`src/rtl/rr_sel_mux.sv`:
```
// Channel selector with one output register: fixed-index or round-robin choice
// among requesting channels, with a one-hot grant telling the winner it was consumed.
module rr_sel_mux #(
    parameter int SIZE     = 8,
    parameter int CHANNELS = 4,
    parameter int SW       = $clog2(CHANNELS)
) (
    input  logic                     CLK,
    input  logic                     RST,
    input  logic [CHANNELS*SIZE-1:0] IN,
    input  logic [CHANNELS-1:0]      REQ,
    input  logic [SW-1:0]            SEL,
    input  logic                     MODE,
    input  logic                     OUT_READY,
    output logic [CHANNELS-1:0]      GNT,
    output logic [SIZE-1:0]          OUT,
    output logic                     OUT_VALID,
    output logic [SW-1:0]            OUT_CH,
    output logic                     ERR
);

    // Handshake: a word moves downstream on any edge where OUT_VALID && OUT_READY;
    // the register may load a new word whenever it is empty or being drained (load).
    // Upstream channel k is consumed exactly on cycles where GNT[k]=1.
    logic          load;
    logic          sel_bad;
    logic          fx_hit;
    logic          rr_hit;
    logic [SW-1:0] rr_idx;
    logic [SW:0]   pos;
    logic          hit;
    logic [SW-1:0] grant_idx;
    logic [SW-1:0] ptr;
    logic [SW-1:0] ptr_next;
    logic [SIZE-1:0] data_sel;

    assign load    = !OUT_VALID || OUT_READY;
    assign sel_bad = ({1'b0, SEL} >= (SW+1)'(CHANNELS));
    assign fx_hit  = !sel_bad && REQ[SEL];

    // Scan downward so the last match written is the nearest channel at or after ptr.
    always_comb begin
        rr_hit = 1'b0;
        rr_idx = '0;
        pos    = '0;
        for (int i = CHANNELS - 1; i >= 0; i--) begin
            pos = {1'b0, ptr} + (SW+1)'(i);
            if (pos >= (SW+1)'(CHANNELS))
                pos = pos - (SW+1)'(CHANNELS);
            if (REQ[pos[SW-1:0]]) begin
                rr_hit = 1'b1;
                rr_idx = pos[SW-1:0];
            end
        end
    end

    assign hit       = !RST && load && (MODE ? rr_hit : fx_hit);
    assign grant_idx = MODE ? rr_idx : SEL;
    assign ptr_next  = (grant_idx == SW'(CHANNELS - 1)) ? '0 : grant_idx + 1'b1;

    always_comb begin
        GNT = '0;
        if (hit)
            GNT[grant_idx] = 1'b1;
    end

    always_comb begin
        data_sel = '0;
        for (int k = 0; k < CHANNELS; k++) begin
            if (GNT[k])
                data_sel = IN[k*SIZE +: SIZE];
        end
    end

    always_ff @(posedge CLK) begin
        if (RST) begin
            OUT       <= '0;
            OUT_CH    <= '0;
            OUT_VALID <= 1'b0;
            ERR       <= 1'b0;
            ptr       <= '0;
        end else begin
            ERR <= load && !MODE && sel_bad;
            if (load) begin
                OUT_VALID <= hit;
                if (hit) begin
                    OUT    <= data_sel;
                    OUT_CH <= grant_idx;
                    ptr    <= ptr_next;
                end
            end
        end
    end

endmodule
```
`config.mk`:
```
export PLATFORM = sky130hd
export DESIGN_NAME = rr_sel_mux
export DESIGN_NICKNAME = d
export VERILOG_FILES = /design/src/rtl/rr_sel_mux.sv
export SDC_FILE = /design/constraint.sdc
export NUM_CORES = 1
export LEC_CHECK = 0
export CAP_MARGIN = 10
export CORE_ASPECT_RATIO = 1.4
export CORE_UTILIZATION = 41
export DETAILED_ROUTE_END_ITERATION = 8
export PLACE_DENSITY = 0.85
export SLEW_MARGIN = 0
export SYNTH_ARGS = -nofsm -noshare
export SYNTH_HDL_FRONTEND = slang
export SYNTH_SLANG_ARGS = --single-unit
```
`constraint.sdc`:
```
create_clock -name CLK -period 6.3 [get_ports CLK]
set_input_delay 1.26 -clock CLK [delete_from_list [all_inputs] [get_ports CLK]]
set_output_delay 1.26 -clock CLK [all_outputs]
set_load 0.005 [all_outputs]
```
==> out/qor.txt <==
Pre-CTS WS: 1.264 ns
Critical Path AT: 3.81 ns
# rows: 21
Die X: 44.28 um
RSZ-0062 raised after global routing: false
Placed Cells: 204
Drc violations: 0
Peak supply drop: 0.1309 mV
Total grt overflow: 0
HP Start: OUT[5]
Area leader, netlist: dfxtp_1
Sw Share: 0.3223
DP Wirelength: 2379 um
Met1 Use GR: 0.2161
Top FF cell, synth: dfxtp_1
CTS H-tree depth: 1
Post-route setup slack: 1.229 ns
Max Fclk: 197.2 MHz
Core area: 2391 um2
CTS max path bufs: 2
Hold buffers post-CTS: 0
CTS tree: built
CTS resizes: 0
Die height: 61.19 um
Layer with the highest usage: met2
MaxCap Viol Count: 0
Setup Buffers After CTS: 0
Layout cells sized above 1: 0.1092
Clk pwr share: 0.188
First-pass GRT wire length: 4788 um
Final Hold Viols: 0
Netlist cell types: 35
Tot GR Track Use: 0.2400
Critical Path Start Type: input pin
Max FO, Critical Path: 17
Total CTS buffers: 3
Setup crit start: REQ[2]
Tcrit/Tclk final: 0.8049
Final nets: 221
ANT nets after route: 0
Cell Area, Synth: 1026 um2
Synth area leaders: dfxtp_1 25%, a221oi_1 6.8%, a21oi_1 6.3%
Outcome: finished clean
Setup TNS: 0 ns
Comb power frac: 0.450
Req. time, crit path: 5.04 ns
Io pins: 58
Register area share after synthesis: 0.2537
Initial antenna violation count: 0
Flop pwr share: 0.362
Setup CP Type: in2out
Clk sink count: 13
Iteration-0 DRC Markers: 24
EDFF count, synth: 0
Met3 usage: 0.03519
Worst Skew: 0.008131 ns
Pwr/cell area: 174.8 nW/um2
Final Non-Filler Cells: 208
DRT Pass-1 Iters: 4
WL per Instance: 14.32 um
Layout area overhead: 54.27%
Setup violators final: 0
NetSw: 89.14 uW
Avg Cell Area, Syn: 8.274 um2
Synth Register Bits: 13
HP Class: reg2reg
Max-slew violations: 0
Post-Synthesis Cells: 124
Gp weighted congestion: 0.7676
Pin count of the biggest net entering global routing: 18
Worst Hold Depth: 2
Tmin final: 5.071 ns
Synth Warn #: 0
Worst-Margin Slew: 0.5763 ns
Worst-path clk slew: 0.07 ns
Reg2reg path depth: 9
Clock Latency Late Sink: 0.28 ns
Most frequent cells in the layout: 56 x clkdlybuf4s50_1, 13 x dfxtp_1, 13 x a21oi_1, 11 x inv_1, 8 x a221oi_1
Yosys top cell area share: 0.2537
Die area: 2709 um2
Ys async rst share: 0
Leak: 0.0006135 uW
Vias in the first global route: 1129
Clk root buf: clkbuf_4
Slew headroom: 0.6146
N_diodes: 0
Vias per inst: 5.399
Port Buf Inserts: 56
Reg2Reg Launch Point: ptr[1]
Initial Util: 0.4291
Int Power: 187.5 uW
Crit. End Element: output pin
Met2 Usage GRT: 0.4958
Syn nets: 170
DRT Wirelength: 2979 um
Final Core Density: 0.6620
Final Power: 276.6 uW
Commonest non-fill, non-tap cell in the layout: clkdlybuf4s50_1
Via Count: 1123
## power by group through the flow
| stage | combinational, uW | clock [uW] | sequential, uW |
|---|---|---|---|
| 6_report | 125 | 52.1 | 100 |
| 3_3_place_gp | 121 | 0 | 101 |
| 5_1_grt | 136 | 57.7 | 101 |
| 4_1_cts | 124 | 53.1 | 99.8 |
| 2_1_floorplan | 68.8 | 0 | 101 |
| 3_5_place_dp | 123 | 0 | 102 |
## synthesized netlist by cell type (4+ instances only)
master	n
a21oi_1	13
dfxtp_1	13
inv_1	11
a221oi_1	8
nand3b_1	7
nor2_1	7
o21ai_0	7
a221o_1	6
nand2_1	6
nor3_2	5
and2_4	4
ha_1	4
## per-layer routing
layer	routed length (um)	part of all wire
met5	0	0
met2	1688	0.57
met1	1041	0.35
met4	109	0.037
met3	139	0.047
## logic make-up (layout without fill, tap and decap cells)
kind of cell,Yosys count,count (layout),synth area share
AOI/OAI and AO/OA,39,39,0.2622
adders and majority gates,4,4,0.04878
buffers and inverters,21,71,0.1110
DFF,13,13,0.2537
muxes,2,2,0.01951
other,1,1,0.003655
and+or+nand+nor,44,44,0.3012
## final cells by class
| cell class | count | area [um2] |
|---|---|---|
| multi-input cells | 90 | 651.9 |
| flip-flops and latches | 13 | 260.3 |
| repair buffers | 56 | 560.5 |
| clock buffers | 4 | 26.28 |
| well taps | 34 | 42.54 |
| fillers | 194 | 808.3 |
| inverters | 11 | 41.29 |
## critical path, stage by stage
cell and delay [ns]:
clkdlybuf4s50_1 0.56, nand2b_1 0.08, a21oi_1 0.16, o21ai_0 0.12, o22ai_1 0.33, ha_1 0.57, and2_4 0.24, clkdlybuf4s50_1 0.49
## registers in the layout (all words and copies together) (netlist names)
register and cells:
OUT 8, OUT_CH 2, ptr 2, OUT_VALID 1
## worst paths after layout
path | slack, ns | endpoint
worst max-delay path | 1.23 | GNT[2]
worst min-delay path | 0.50 | OUT[5]
worst max register to register | 3.65 | OUT[0]
worst min register to register | 0.50 | OUT[5]
## per-stage QoR
step                cell area (um2)  hold WS [ns]
detailed placement             1556        0.4778
finish                         1583        0.4960
floorplan                      1026        0.4790
global route                   1583        0.5275
CTS                            1583        0.4996
global placement               1556        0.4796
Note: power is estimated with default switching activity, not from simulation.
==> RTL edit 1, RTL diff (config.mk and constraints unchanged) <==
`SIZE`: 8 -> 16.
--- a/src/rtl/rr_sel_mux.sv
+++ b/src/rtl/rr_sel_mux.sv
@@ -1,7 +1,7 @@
 // Channel selector with one output register: fixed-index or round-robin choice
 // among requesting channels, with a one-hot grant telling the winner it was consumed.
 module rr_sel_mux #(
-    parameter int SIZE     = 8,
+    parameter int SIZE     = 16,
     parameter int CHANNELS = 4,
     parameter int SW       = $clog2(CHANNELS)
 ) (
Interface: changed (resized IN and OUT); port bits go from 58 to 98. No check against the original RTL was run, so the function may have changed too.
==> RTL edit 1 against the unedited design <==
  * Routed wire length up 76%
  * Total power up 76%
  * Synthesized area rose by 65%
  * Sequential cell count is 8 higher
  * Setup slack got worse by 0.19 ns
  * Critical path depth did not move
  * Non-clock buffer count increased by 45
  * Final area up 69%
==> RTL edit 1: results (changes against the unedited design) <==
drt:
  first_iter_violations: 135  # +460%
  met3_length_um: 278  # +100%
  drt-met1-wl_mm: 2.12  # +100%
  routed_via_density: 5.55  # +2.8%
  routed_wl_mm: 5.23  # +76%
  top_layer: "met4"
  met2WireLength_mm: 2.75  # +63%
logic_synthesis:
  ys_top_cells_by_area: "dfxtp_1 (25%), a21oi_1 (16%), a211oi_2 (11%)"
  synth_mux_area_frac: 0.0119  # -0.00765
  ys_seq_area_frac: 0.249  # -0.00459
  ys_types: 38  # +8.6%
  ys_top_cells_by_count: "a21oi_1 (53), dfxtp_1 (21), nand2_1 (21), inv_1 (19), o21ai_0 (18)"
  synth_compound_area_frac: 0.478  # +0.216
  synth_nets: 303  # +78%
  synth-adder-area-share: 0.0297  # -0.0191
  avgSynthCellArea_um2: 7.50  # -9.3%
power:
  ir_drop_uv: 155  # +18%
  clkPwrFrac: 0.173  # -0.015
  leakagePower_nw: 1.04  # +70%
  p_seq_frac: 0.330  # -0.032
  switching_share: 0.345  # +0.0223
finish:
  drive_gt1_frac: 0.0974  # -0.0118
  reg_top3: "OUT x16, OUT_CH x2, ptr x2"
  finalNonFillerCells: 351  # +69%
  layout.nets: 387  # +75%
global_route:
  grtUsageMet1: 0.259  # +0.0428
  grt_pass1_vias: 1783  # +58%
  use_met2: 0.419  # -0.0768
  met3_usage: 0.0317  # -0.00352
  grt_usage: 0.225  # -0.0152
  grt_max_degree: 34  # +16
  grt_pass1_wl_mm: 8.05  # +68%
cts:
  clkTransAtPathRegs_ns: 0.07  # about the same
  root_buffer: "clkbuf_8"
  clk_latency_ns: 0.25  # -0.03 ns
critical_path:
  slowest_delay_ns: 0.61  # +0.04 ns
  slowest_stage: "clkdlybuf4s50_1"
place:
  io_buffers: 96  # +71%
  pre_cts_ws_ns: 1.02  # -0.243 ns
  post-dp-hpwl_mm: 3.95  # +66%
timing:
  worst_clock_skew_ns: 0.00253  # -0.00560 ns
  slew_headroom: 0.569  # -0.0456
outcome:
  outcome: "finished, final reports clean"
==> RTL edit 1: cell type report <==
type | instances | area, µm²
sequential | 21 | 420
timing repair buffer | 101 | 998
clock buffer | 4 | 45.0
fill | 346 | 1280
inverter | 19 | 71.3
multi-input combinational | 163 | 1090
tap | 43 | 53.8
==> RTL edit 1: path summary, 6_finish.rpt <==
path	slack (ns)	cells past startpoint	end	start
worst max-delay path	1.04	8	GNT[0]	MODE
worst min-delay path	0.56	2	OUT[11]	OUT[11]
worst max register to register	3.78	9	OUT[0]	ptr[1]
worst min register to register	0.56	2	OUT[11]	OUT[11]
==> RTL edit 1: stage by stage <==
stage          total power, W  hold WS, ns  instance area, µm²
2_1_floorplan        0.000298        0.532                1690
3_3_place_gp         0.000399        0.532                2630
3_5_place_dp         0.000406        0.550                2630
4_1_cts              0.000490        0.558                2680
5_1_grt              0.000520        0.582                2680
6_report             0.000488        0.557                2680
==> RTL edit 2, RTL diff (config.mk and constraints unchanged) <==
Made on the original files. Register the input `MODE` before use, without a reset. The logic sees it one clock later. The other inputs are not delayed to match.
--- a/src/rtl/rr_sel_mux.sv
+++ b/src/rtl/rr_sel_mux.sv
@@ -18,6 +18,12 @@
     output logic [SW-1:0]            OUT_CH,
     output logic                     ERR
 );
+
+    logic MODE_q;
+
+    always_ff @(posedge CLK) begin
+        MODE_q <= MODE;
+    end
 
     // Handshake: a word moves downstream on any edge where OUT_VALID && OUT_READY;
     // the register may load a new word whenever it is empty or being drained (load).
@@ -54,8 +60,8 @@
         end
     end
 
-    assign hit       = !RST && load && (MODE ? rr_hit : fx_hit);
-    assign grant_idx = MODE ? rr_idx : SEL;
+    assign hit       = !RST && load && (MODE_q ? rr_hit : fx_hit);
+    assign grant_idx = MODE_q ? rr_idx : SEL;
     assign ptr_next  = (grant_idx == SW'(CHANNELS - 1)) ? '0 : grant_idx + 1'b1;
 
     always_comb begin
@@ -80,7 +86,7 @@
             ERR       <= 1'b0;
             ptr       <= '0;
         end else begin
-            ERR <= load && !MODE && sel_bad;
+            ERR <= load && !MODE_q && sel_bad;
             if (load) begin
                 OUT_VALID <= hit;
                 if (hit) begin
Formal check against the unedited RTL: not equivalent (Yosys sat finds a counterexample within 4 cycles, from zero or initial values and one cycle with RST high).
==> RTL edit 2 against the unedited design <==
  * Sequential power increased by 7%
  * Final cell count increased by 0.48%
  * Critical path depth unchanged
  * Sequential cell count increased by 1
  * Setup slack got worse by 0.051 ns
  * Non-clock buffer count unchanged
  * Synthesized cell count increased by 0.81%
  * Sequential share of layout area increased by 0.94 points
  * Final area increased by 1.9%
  * Hold slack improved by 0.0049 ns
  * Count of clock-buffer cells in the layout unchanged
  * Total power increased by 6.9%
  * Synthesized area increased by 2.0%
  * Largest cell class unchanged
  * Routed wire length decreased by 4.0%
==> RTL edit 2: results (changes against the unedited design) <==
critical_path:
  critPathArrivalTime_ns: 3.86  # +0.05 ns
  startpoint: "REQ[2]"
  r2r_slack_ns: 3.72  # +0.07 ns
power:
  leakagePower_nw: 0.628  # +2.4%
  p_total_w: 0.000296  # +6.9%
hold_path:
  min-delay-start: "OUT_VALID"
  holdPathEnd: "OUT_VALID"
finish:
  layout.nets: 222  # +0.45%
  drive_gt1_frac: 0.114  # +0.00509
global_route:
  antenna_found_initial: 0  # unchanged
  grt_usage: 0.214  # -0.0259
  grt_pass1_vias: 1006  # -11%
  grt_pass1_wl_mm: 4.32  # -9.8%
logic_synthesis:
  ys_top_cells_by_area: "dfxtp_1 (27%), a221oi_1 (6.7%), a21oi_1 (6.2%)"
  synth-adder-area-share: 0.0478  # -0.000934
  synth_nets: 171  # +0.59%
  synth_compound_area_frac: 0.257  # -0.00502
  synth_mux_area_frac: 0.0191  # -0.000373
  ys_seq_area_frac: 0.268  # +0.0143
place:
  routabilityCongestion: 0.788  # +2.6%
  post-dp-hpwl_mm: 2.20  # -7.4%
  place_area_um2: 1580  # +1.3%
timing:
  timing.hold.ws_ns: 0.501  # +0.00490 ns
  worst_clock_skew_ns: 0.00154  # -0.00659 ns
  tightest_slew_ns: 0.569  # -0.00741 ns
drt:
  first_iter_violations: 20  # -17%
  num_vias: 1095  # -2.5%
outcome:
  outcome: "finished, final reports clean"
cts:
  clkTransAtPathRegs_ns: 0.09  # +0.02 ns
==> RTL edit 2: cell count changes in the layout (fill, tap and decap cells not counted) <==
| cell | unedited run | this run |
|---|---|---|
| clkbuf_1 | 1 | 0 |
| dfxtp_1 | 13 | 14 |
| clkbuf_8 | 0 | 1 |
==> RTL edit 2: cell families after synthesis <==
family / after synthesis
mux: 2
fa+ha+maj: 4
compound gates: 39
other cells: 1
simple gates: 44
flops: 14
buf+inv: 21
==> RTL edit 2: layer usage <==
layer / up-vias / track usage / wire (µm)
met4: 0 / 0.0952 / 40
met2: 53 / 0.393 / 1410
li1: 550 / - / -
met5: - / 0 / 0
met3: 4 / 0.0491 / 228
met1: 488 / 0.232 / 1180
==> RTL edit 2: area by class of cell <==
| cell class | instances | area [µm²] |
|---|---|---|
| Inverter | 11 | 41.3 |
| Fill cell | 203 | 778 |
| Timing Repair Buffer | 56 | 561 |
| Multi-Input combinational cell | 90 | 652 |
| Clock buffer | 4 | 36.3 |
| Tap cell | 34 | 42.5 |
| Sequential cell | 14 | 280 |
==> RTL edit 2: worst max-delay path, cell delays in order <==
cell	delay, ns
clkdlybuf4s50_1	0.57
nand2b_1	0.09
a21oi_1	0.16
o21ai_0	0.11
o22ai_1	0.35
ha_1	0.59
and2_4	0.24
clkdlybuf4s50_1	0.49
==> RTL edit 2: stage by stage <==
stage | worst slack [ns] | std cells
finish | 1.18 | 209
global route | 0.906 | 209
CTS | 1.22 | 209
detailed placement | 1.22 | 205
global placement | 1.37 | 205
floorplan | 2.48 | 125
==> RTL edit 2: where the power goes <==
part	internal (W)	total, W	switching [W]
Clock	0.0000352	0.0000657	0.0000305
Combinational	0.0000703	0.000123	0.0000529
Sequential	0.0000992	0.000107	0.00000766
